===== config.mk =====
export PLATFORM = sky130hd
export DESIGN_NAME = uart_block_fifo_bridge
export DESIGN_NICKNAME = d
export VERILOG_FILES = /design/src/rtl/uart_block_fifo_bridge.sv
export SDC_FILE = /design/constraint.sdc
export NUM_CORES = 1
export LEC_CHECK = 0
export ABC_CLOCK_PERIOD_IN_PS = 10170
export CAP_MARGIN = 25
export CORE_MARGIN = 4
export CORE_UTILIZATION = 50
export CTS_CLUSTER_DIAMETER = 30
export DETAILED_ROUTE_END_ITERATION = 6
export PLACE_DENSITY = 0.74
export SKIP_LAST_GASP = 1
export SLEW_MARGIN = 20
export SYNTH_ARGS = -nofsm -noshare
export SYNTH_HDL_FRONTEND = slang
export SYNTH_SLANG_ARGS = --single-unit

===== constraint.sdc =====
create_clock -name clk -period 10.17 [get_ports clk]
set_clock_uncertainty 0.15 [all_clocks]
set_input_delay 1.017 -clock clk [delete_from_list [all_inputs] [get_ports clk]]
set_output_delay 1.017 -clock clk [all_outputs]
set_load 0.03 [all_outputs]

===== src/rtl/uart_block_fifo_bridge.sv =====
// Circular byte FIFO bridging a UART RX byte stream to a UART TX start/busy handshake,
// with stream or block release. Optional partial-block flush: define UART_FIFO_TIMEOUT_EN.
module uart_block_fifo_bridge #(
   parameter int unsigned DATA_WIDTH     = 8,
   parameter int unsigned DEPTH          = 16,
   parameter int unsigned BLOCK_SIZE     = 8,
   parameter int unsigned TIMEOUT_CYCLES = 1000
) (
   input  logic                   clk,
   input  logic                   rst,
   input  logic                   mode_block,
   input  logic [DATA_WIDTH-1:0]  rx_data,
   input  logic                   rx_valid,
   output logic [DATA_WIDTH-1:0]  tx_data,
   output logic                   tx_start,
   input  logic                   tx_busy,
   output logic [$clog2(DEPTH):0] level,
   output logic                   full,
   output logic                   empty,
   output logic                   overflow,
   input  logic                   clr_overflow
);

   localparam int unsigned AW = $clog2(DEPTH);
   localparam int unsigned PW = AW + 1;

   if (DEPTH < 2 || (DEPTH & (DEPTH - 1)) != 0 || BLOCK_SIZE < 1 || BLOCK_SIZE > DEPTH ||
       TIMEOUT_CYCLES < 1) begin : g_bad_params
      $error("uart_block_fifo_bridge: illegal parameter set");
   end

   typedef enum logic [1:0] {
      ST_IDLE      = 2'd0,
      ST_WAIT_ACK  = 2'd1,
      ST_WAIT_DONE = 2'd2
   } state_t;

   state_t                state_q, state_d;
   logic [DATA_WIDTH-1:0] mem [DEPTH];
   logic [PW-1:0]         wr_ptr_q, wr_ptr_d;
   logic [PW-1:0]         rd_ptr_q, rd_ptr_d;
   logic [PW-1:0]         credit_q, credit_d;
   logic [PW-1:0]         unrel_q, unrel_d;
   logic [PW-1:0]         level_d;
   logic                  full_d, empty_d;
   logic                  pop, tx_start_d;
   logic                  wr_en, ovf_set;
   logic                  flush;

   // TX handshake: one start per byte, then wait for a full busy rise/fall
   always_comb begin
      state_d    = state_q;
      tx_start_d = 1'b0;
      pop        = 1'b0;
      case (state_q)
         ST_IDLE: begin
            if (credit_q != '0 && !tx_busy) begin
               pop        = 1'b1;
               tx_start_d = 1'b1;
               state_d    = ST_WAIT_ACK;
            end
         end
         ST_WAIT_ACK:  if (tx_busy)  state_d = ST_WAIT_DONE;
         ST_WAIT_DONE: if (!tx_busy) state_d = ST_IDLE;
         default:      state_d = ST_IDLE;
      endcase
   end

   // A pop frees a slot on the same edge, so a full FIFO can still accept a byte
   always_comb begin
      wr_en    = rx_valid && (!full || pop);
      ovf_set  = rx_valid && !wr_en;
      wr_ptr_d = wr_ptr_q + PW'(wr_en);
      rd_ptr_d = rd_ptr_q + PW'(pop);
      level_d  = wr_ptr_d - rd_ptr_d;
      full_d   = (wr_ptr_d[AW] != rd_ptr_d[AW]) && (wr_ptr_d[AW-1:0] == rd_ptr_d[AW-1:0]);
      empty_d  = (wr_ptr_d == rd_ptr_d);

      credit_d = credit_q - PW'(pop);
      unrel_d  = unrel_q + PW'(wr_en);
      if (!mode_block || flush) begin
         credit_d = credit_d + unrel_d;
         unrel_d  = '0;
      end else if (unrel_d >= PW'(BLOCK_SIZE)) begin
         credit_d = credit_d + PW'(BLOCK_SIZE);
         unrel_d  = unrel_d - PW'(BLOCK_SIZE);
      end
   end

`ifdef UART_FIFO_TIMEOUT_EN
   localparam int unsigned TW = $clog2(TIMEOUT_CYCLES + 1);

   logic [TW-1:0] idle_cnt_q, idle_cnt_d;

   // Idle time while a partial block is pending; any received byte restarts it
   always_comb begin
      flush      = mode_block && (idle_cnt_q == TW'(TIMEOUT_CYCLES));
      idle_cnt_d = idle_cnt_q + TW'(1);
      if (rx_valid || unrel_q == '0 || flush) idle_cnt_d = '0;
   end

   always_ff @(posedge clk or posedge rst) begin
      if (rst) idle_cnt_q <= '0;
      else     idle_cnt_q <= idle_cnt_d;
   end
`else
   assign flush = 1'b0;
`endif

   // Storage is not reset; only the pointers define what is valid
   always_ff @(posedge clk) begin
      if (wr_en) mem[wr_ptr_q[AW-1:0]] <= rx_data;
   end

   always_ff @(posedge clk or posedge rst) begin
      if (rst) begin
         state_q  <= ST_IDLE;
         wr_ptr_q <= '0;
         rd_ptr_q <= '0;
         credit_q <= '0;
         unrel_q  <= '0;
         tx_data  <= '0;
         tx_start <= 1'b0;
         level    <= '0;
         full     <= 1'b0;
         empty    <= 1'b1;
         overflow <= 1'b0;
      end else begin
         state_q  <= state_d;
         wr_ptr_q <= wr_ptr_d;
         rd_ptr_q <= rd_ptr_d;
         credit_q <= credit_d;
         unrel_q  <= unrel_d;
         tx_start <= tx_start_d;
         level    <= level_d;
         full     <= full_d;
         empty    <= empty_d;
         if (pop) tx_data <= mem[rd_ptr_q[AW-1:0]];
         if (ovf_set)           overflow <= 1'b1;
         else if (clr_overflow) overflow <= 1'b0;
      end
   end

endmodule


==> impl_results.md, run 1 <==
- Outcome: completed
- Core region area: about 13000 sq um
- Yosys cell types: 48
- Initial core utilization: 51.7%
- Setup CP Type: input port to register
- Final Max Slew Viols: 0
- Hold_buf cts: 0
- Crit path launch: tx_busy
- Full die area: between 15000 and 20000 sq um
- Crit-path max FO: 19
- GRT overflow: 0
- Post-synthesis sequential area ratio: between 60% and 70%
- Synth top area cells: edfxtp_1 (55%), dfrtp_1 (14%), mux4_2 (6.5%), mux4_1 (4.5%), ha_1 (2.7%)
- Non-filler cells, final: 622
- Final hold slack: 0.334 ns
- Skew-Pair Late Insertion Delay: 0.42 ns
- Post_cts resized: 0
- H-tree depth: 4
- # IOs: 31
- CTS tree: yes
- CP cell instances: clkdlybuf4s50_1, nor3_1, o21ai_2, nand2_1, nand2_2, inv_2, ha_1, ha_1, inv_1, fa_1, inv_1, a21oi_1, maj3_2, a32o_1, o211ai_1
- Yosys warnings: 0
- Die Width: 126 um
- Synth area leader: edfxtp_1
- Async SR Flop Fraction: 23.4%
- DRT Pass-1 Iters: 5
- WL/cell: 20.7 um
- Rel. slew slack: about two fifths
- Layout cells sized above 1: 17.9%
- Syn nets: 421
- Top cell type's share of synthesized area: between 50% and 60%
- CP Launch Type: input port
- CTS sink cnt: 167
- Signal arrival time at the worst endpoint: just over 4 ns
- Largest net degree at the start of global routing: 40
- Hold Fails Final Rpt: 0
- R2r setup slk: 6.30 ns
- RSZ-0062 raised after global routing: false
- Initial antenna violation count: 0
- Post-synth EDFFs: 128
- Mapped cell area: 6930 sq um
- Setup ws final: 6.25 ns
- DP Worst Slack: 5.83 ns
- Layout Nets: 464
- Primary FF master, synth: edfxtp_1
- Vias in the first global route: between 3000 and 4000
- Die Span Y: 126 um
- Power Density: roughly 300 nW/um^2
- Fmax: 255 MHz
- Cell Rows: 42
- Register bit total from synthesis: ~170
- Mean post-synth cell area: ~18 sq um
- Pwr Total: 2.40 mW
- Post-route ant nets: 0
- Antenna cells: 0
- CP top delay family: adder cells
- Total GRT Usage: ~17%
- TritonCTS buffer count: 17
- Slew @ Worst Pin: 0.926 ns
- HP Start: tx_data[6]
- Post-synthesis instance total: 390
- Routed wire length: 12900 um
- Min-Delay Path Class: register to register
- First-pass GRT wire length: 20700 um
- Total vias in the final route: 3470
- Max IR drop VDD: 0.123 mV
- HPWL after DPL: 8330 um
- Setup TNS: 0 ns
- Vias per cell: 5.58
- Reg clk slew, reported paths: 0.06 ns
- Maxcap violations: 0
- Period utilisation layout: 38.5%
- Area Growth Syn to Fin: 15.8%
- Placed cell count: just under 600
- Max incr delay on CP: 0.49 ns
- Residual DRC count: 0
- Port Buffers: 30
- Post-CTS setup repair buffer count: 0
- Worst Setup End Kind: register
- Critical path's slowest cell: clkdlybuf4s50_1
- Pleak: 2.93 nW
- DR iter-0 viols: 264
- Final min period: about 3.9 ns
- WP buf/inv: 4
- Final setup vio count: 0
- Reg2reg start: credit_q[1]
- Routability cong.: 0.779
- Longest Clk Path Bufs: 2
- CTS root buffer: clkbuf_16
- Req. time, crit path: ~10 ns
## power breakdown
group	switching (mW)	total [mW]	internal, mW	leakage, nW
combinational	0.450	0.833	0.382	1.02
sequential	0.0862	0.948	0.862	1.64
clock	0.261	0.623	0.362	0.280
total	0.797	2.40	1.61	2.93
## cell usage after synthesis, types with 2 or more instances
cell type	instances
edfxtp_1	128
a22o_1	8
dfrtp_1	38
nor4_1	3
clkbuf_1	7
nand2_1	12
fa_1	2
xor2_1	12
a21o_1	3
mux2i_1	2
buf_2	2
nor2_1	18
xnor2_1	10
a221oi_2	8
buf_4	2
a21oi_1	5
nand3_1	8
ha_1	15
and2_1	5
nand3b_1	2
mux4_1	12
o21ai_1	10
inv_1	23
nand2b_1	3
mux4_2	20
or3_1	2
nor2b_1	3
nor3_1	7
## registers in the layout (all words and copies together), names as in the netlist, 2 cells and up
register,flops
credit_q,5
level,5
mem,128
rd_ptr_q,5
state_q,2
tx_data,8
unrel_q,5
wr_ptr_q,5
## stage by stage
stage	utilization (%)	area, sq um
floorplan	-	6930
global placement	55.4	7420
detailed placement	55.6	7450
CTS	59.9	8030
global route	59.9	8030
finish	59.9	8030
## cells in the final DEF (no fill, tap or decap), types with 3 or more instances in the layout
cell type and n:
clkinv_2 3, a21o_1 3, clkdlybuf4s50_1 30, nand3_1 8, inv_6 5, mux4_2 20, a221oi_2 8, a22o_1 8
and2_1 5, ha_1 15, a21oi_1 5, nand2_1 12, nor2_1 18, buf_4 9, o21ai_1 10, edfxtp_1 128
xnor2_1 10, clkbuf_16 17, nand2b_1 3, xor2_1 12, dfrtp_1 37, nor3_1 7, mux4_1 12, inv_1 23
## tightest hold or removal path, cell delays in order (launching register included)
cell and delay [ns]:
dfrtp_1 0.34, nand2_1 0.05, o21ai_1 0.06
## cell families (layout without fill, tap and decap cells)
family / count (synthesis) / count (layout) / share of synthesized area (%)
flops: 167 / 167 / 69.5
simple gates: 69 / 69 / 5.05
buf+inv: 40 / 96 / 2.96
compound gates: 39 / 39 / 4.73
mux: 35 / 35 / 11.5
xor+xnor: 22 / 22 / 2.78
fa+ha+maj: 18 / 18 / 3.45
## routing by layer
metal / share of wire [%] / wire [um] / vias up / track usage, %
met4: 1.0 / 131 / 0 / 5.99
met5: 0 / 0 / - / 0
li1: - / - / 1597 / -
met1: 42 / 5390 / 1746 / 23.2
met3: 5.5 / 702 / 18 / 4.28
met2: 52 / 6650 / 109 / 28.3
## final timing paths
kind,endpoint,depth (start not counted)
setup / recovery,credit_q[4],15
hold / removal,tx_data[6],2
setup reg to reg,credit_q[4],14
hold reg to reg,tx_data[6],2
max in group asynchronous,empty,3
min in group asynchronous,tx_data[0],3
## layout make-up
class / count / area, sq um
well taps: 176 / 220
clock buffers: 17 / 425
inverters: 24 / 90.1
clock inverters: 15 / 150
repair buffers: 40 / 395
multi-input cells: 183 / 1920
fillers: 972 / 5380
flip-flops and latches: 167 / 4820
Note: power is estimated with default switching activity, not from simulation.
==> run 2, diff against run 1 <==
--- a/config.mk
+++ b/config.mk
@@ -5,7 +5,7 @@
 export SDC_FILE = /design/constraint.sdc
 export NUM_CORES = 1
 export LEC_CHECK = 0
-export ABC_CLOCK_PERIOD_IN_PS = 10170
+export ABC_CLOCK_PERIOD_IN_PS = 3920
 export CAP_MARGIN = 25
 export CORE_MARGIN = 4
 export CORE_UTILIZATION = 50
==> constraint.sdc (replaced) <==
create_clock -name clk -period 3.92 [get_ports clk]
set_clock_uncertainty 0.15 [all_clocks]
set_input_delay 0.392 -clock clk [delete_from_list [all_inputs] [get_ports clk]]
set_output_delay 0.392 -clock clk [all_outputs]
set_load 0.03 [all_outputs]
==> run 2 against run 1 <==
Against the previous run: sequential share of layout area hardly changed; count of clock-buffer cells in the layout is 1 higher; critical path depth is 1 lower; combinational power grew to 2.6 times the previous value; critical endpoint unchanged; largest power group unchanged.
==> impl_results.md, run 2 (same netlist as run 1, synthesis figures left out) <==
- Sw power: 2.08 mW
- WL/cell: 20.8 um
- Final Max Slew Viols: 0
- Initial antenna violation count: 0
- CTS tree: yes
- Layout Nets: 467
- Antenna cells: 0
- Req. time, crit path: approximately 4.1 ns
- Cell internal pwr: 4.12 mW
- Post-route ant nets: 0
- Layout cells sized above 1: between 10% and 20%
- Longest Clk Path Bufs: 2
- Final min period: 3.59 ns
- Vias in the first global route: ~3600
- Reg2reg start: credit_q[1]
- Clock share of power: 25.9%
- Power Density: 772 nW/um^2
- Hold Fails Final Rpt: 0
- Vias per cell: 5.64
- Period utilisation layout: between 90 and 100%
- Maxcap violations: 0
- Min-Delay Path Class: input port to asynchronous set/reset pin
- Final setup vio count: 0
- Sw Share: 33.5%
- Post-CTS setup repair buffer count: 0
- Pleak: approximately 2.9 nW
- Combinational power share: 34.6%
- Max IR drop VDD: 0.306 mV
- CP Launch Type: register
- Die Span Y: 126 um
- Total GRT Usage: 17.6%
- CTS sink cnt: about 170
- CTS root buffer: clkbuf_16
- Crit-path max FO: 8
- TritonCTS buffer count: 17
- Largest net degree at the start of global routing: 35
- Full die area: 15800 sq um
- DR iter-0 viols: 345
- RR Endpoint: credit_q[4]
- Max reg flops: about 130
- Die Width: 126 um
- R2R depth: 14
- Skew-Pair Late Insertion Delay: 0.43 ns
- DRT Pass-1 Iters: 4
- Residual DRC count: 0
- # IOs: 31
- HPWL after DPL: 8520 um
- Outcome: completed
- Total vias in the final route: 3524
- Most frequent cells in the layout: edfxtp_1 (128), dfrtp_1 (37), clkdlybuf4s50_1 (30)
- First-pass GRT wire length: 20700 um
- Setup ws final: 0.333 ns
- Slew @ Worst Pin: 0.903 ns
- Reg clk slew, reported paths: around 0.070 ns
- GRT overflow: 0
- Commonest non-fill, non-tap cell in the layout: edfxtp_1
- Sequential share of power: 39.5%
- DP Worst Slack: 0.365 ns
- Core region area: 13400 sq um
- Initial core utilization: 51.7%
- Setup CP Type: register to register
- Hold_buf cts: 0
- Area Growth Syn to Fin: 15.8%
- Post_cts resized: 0
- H-tree depth: 4
- Cell Rows: 42
- Routed wire length: 13000 um
- Routability cong.: 0.764
- Fmax: 279 MHz
- Worst Setup End Kind: register
- Setup TNS: 0 ns
- R2r setup slk: 0.33 ns
- RSZ-0062 raised after global routing: false
- Signal arrival time at the worst endpoint: about 3.8 ns
- Rel. slew slack: just under 40%
- Port Buffers: 30
==> run 2: per-stage QoR <==
step	instances	util (%)	power (mW)	hold slack [ns]	area [sq um]
after global placement	592	55.5	4.58	0.318	7440
after detailed placement	593	55.6	4.65	0.331	7450
after CTS	625	59.9	6.27	0.180	8030
after global routing	625	59.9	6.56	0.215	8030
final	625	59.9	6.20	0.171	8030
after floorplan	390	-	4.05	0.301	6930
==> run 2: critical path: stages, from the launching register on <==
cell,delay [ns]
dfrtp_1,0.40
or3_1,0.41
o21ai_2,0.32
nand2_1,0.11
nand2_2,0.16
inv_2,0.09
ha_1,0.20
ha_1,0.31
inv_1,0.07
fa_1,0.43
inv_1,0.08
a21oi_1,0.08
maj3_2,0.32
a32o_1,0.22
o211ai_1,0.16
==> run 2: routing by layer <==
layer	track usage, %	routed length, um
met2	28.4	6610
met1	23.5	5460
met5	0	0
met3	4.28	720
met4	6.56	236
==> run 2: final cells by class <==
type                            count  area (sq um)
Tap cell                          176           220
Multi-Input combinational cell    183          1920
Clock buffer                       18           439
Timing Repair Buffer               43           398
Sequential cell                   167          4820
Inverter                           24          90.1
Clock inverter                     14           141
Fill cell                        1021          5370
==> run 2: how the worst max path moves through the flow <==
| stage | to | slack [ns] | cells past startpoint | start |
|---|---|---|---|---|
| floorplan | credit_q[4] | 0.57 | 12 | credit_q[1] |
| global placement | credit_q[4] | 0.45 | 15 | tx_busy |
| detailed placement | credit_q[4] | 0.37 | 15 | tx_busy |
| CTS | credit_q[4] | 0.34 | 14 | credit_q[1] |
| global route | credit_q[4] | 0.06 | 14 | credit_q[1] |
| finish | credit_q[4] | 0.33 | 14 | credit_q[1] |
==> run 2: power by group through the flow <==
| stage | Combinational [mW] | Clock (mW) | Sequential (mW) |
|---|---|---|---|
| after global routing | 2.34 | 1.73 | 2.49 |
| after floorplan | 1.52 | 0 | 2.53 |
| after global placement | 2.12 | 0 | 2.46 |
| final | 2.15 | 1.61 | 2.45 |
| after detailed placement | 2.16 | 0 | 2.49 |
| after CTS | 2.18 | 1.63 | 2.46 |
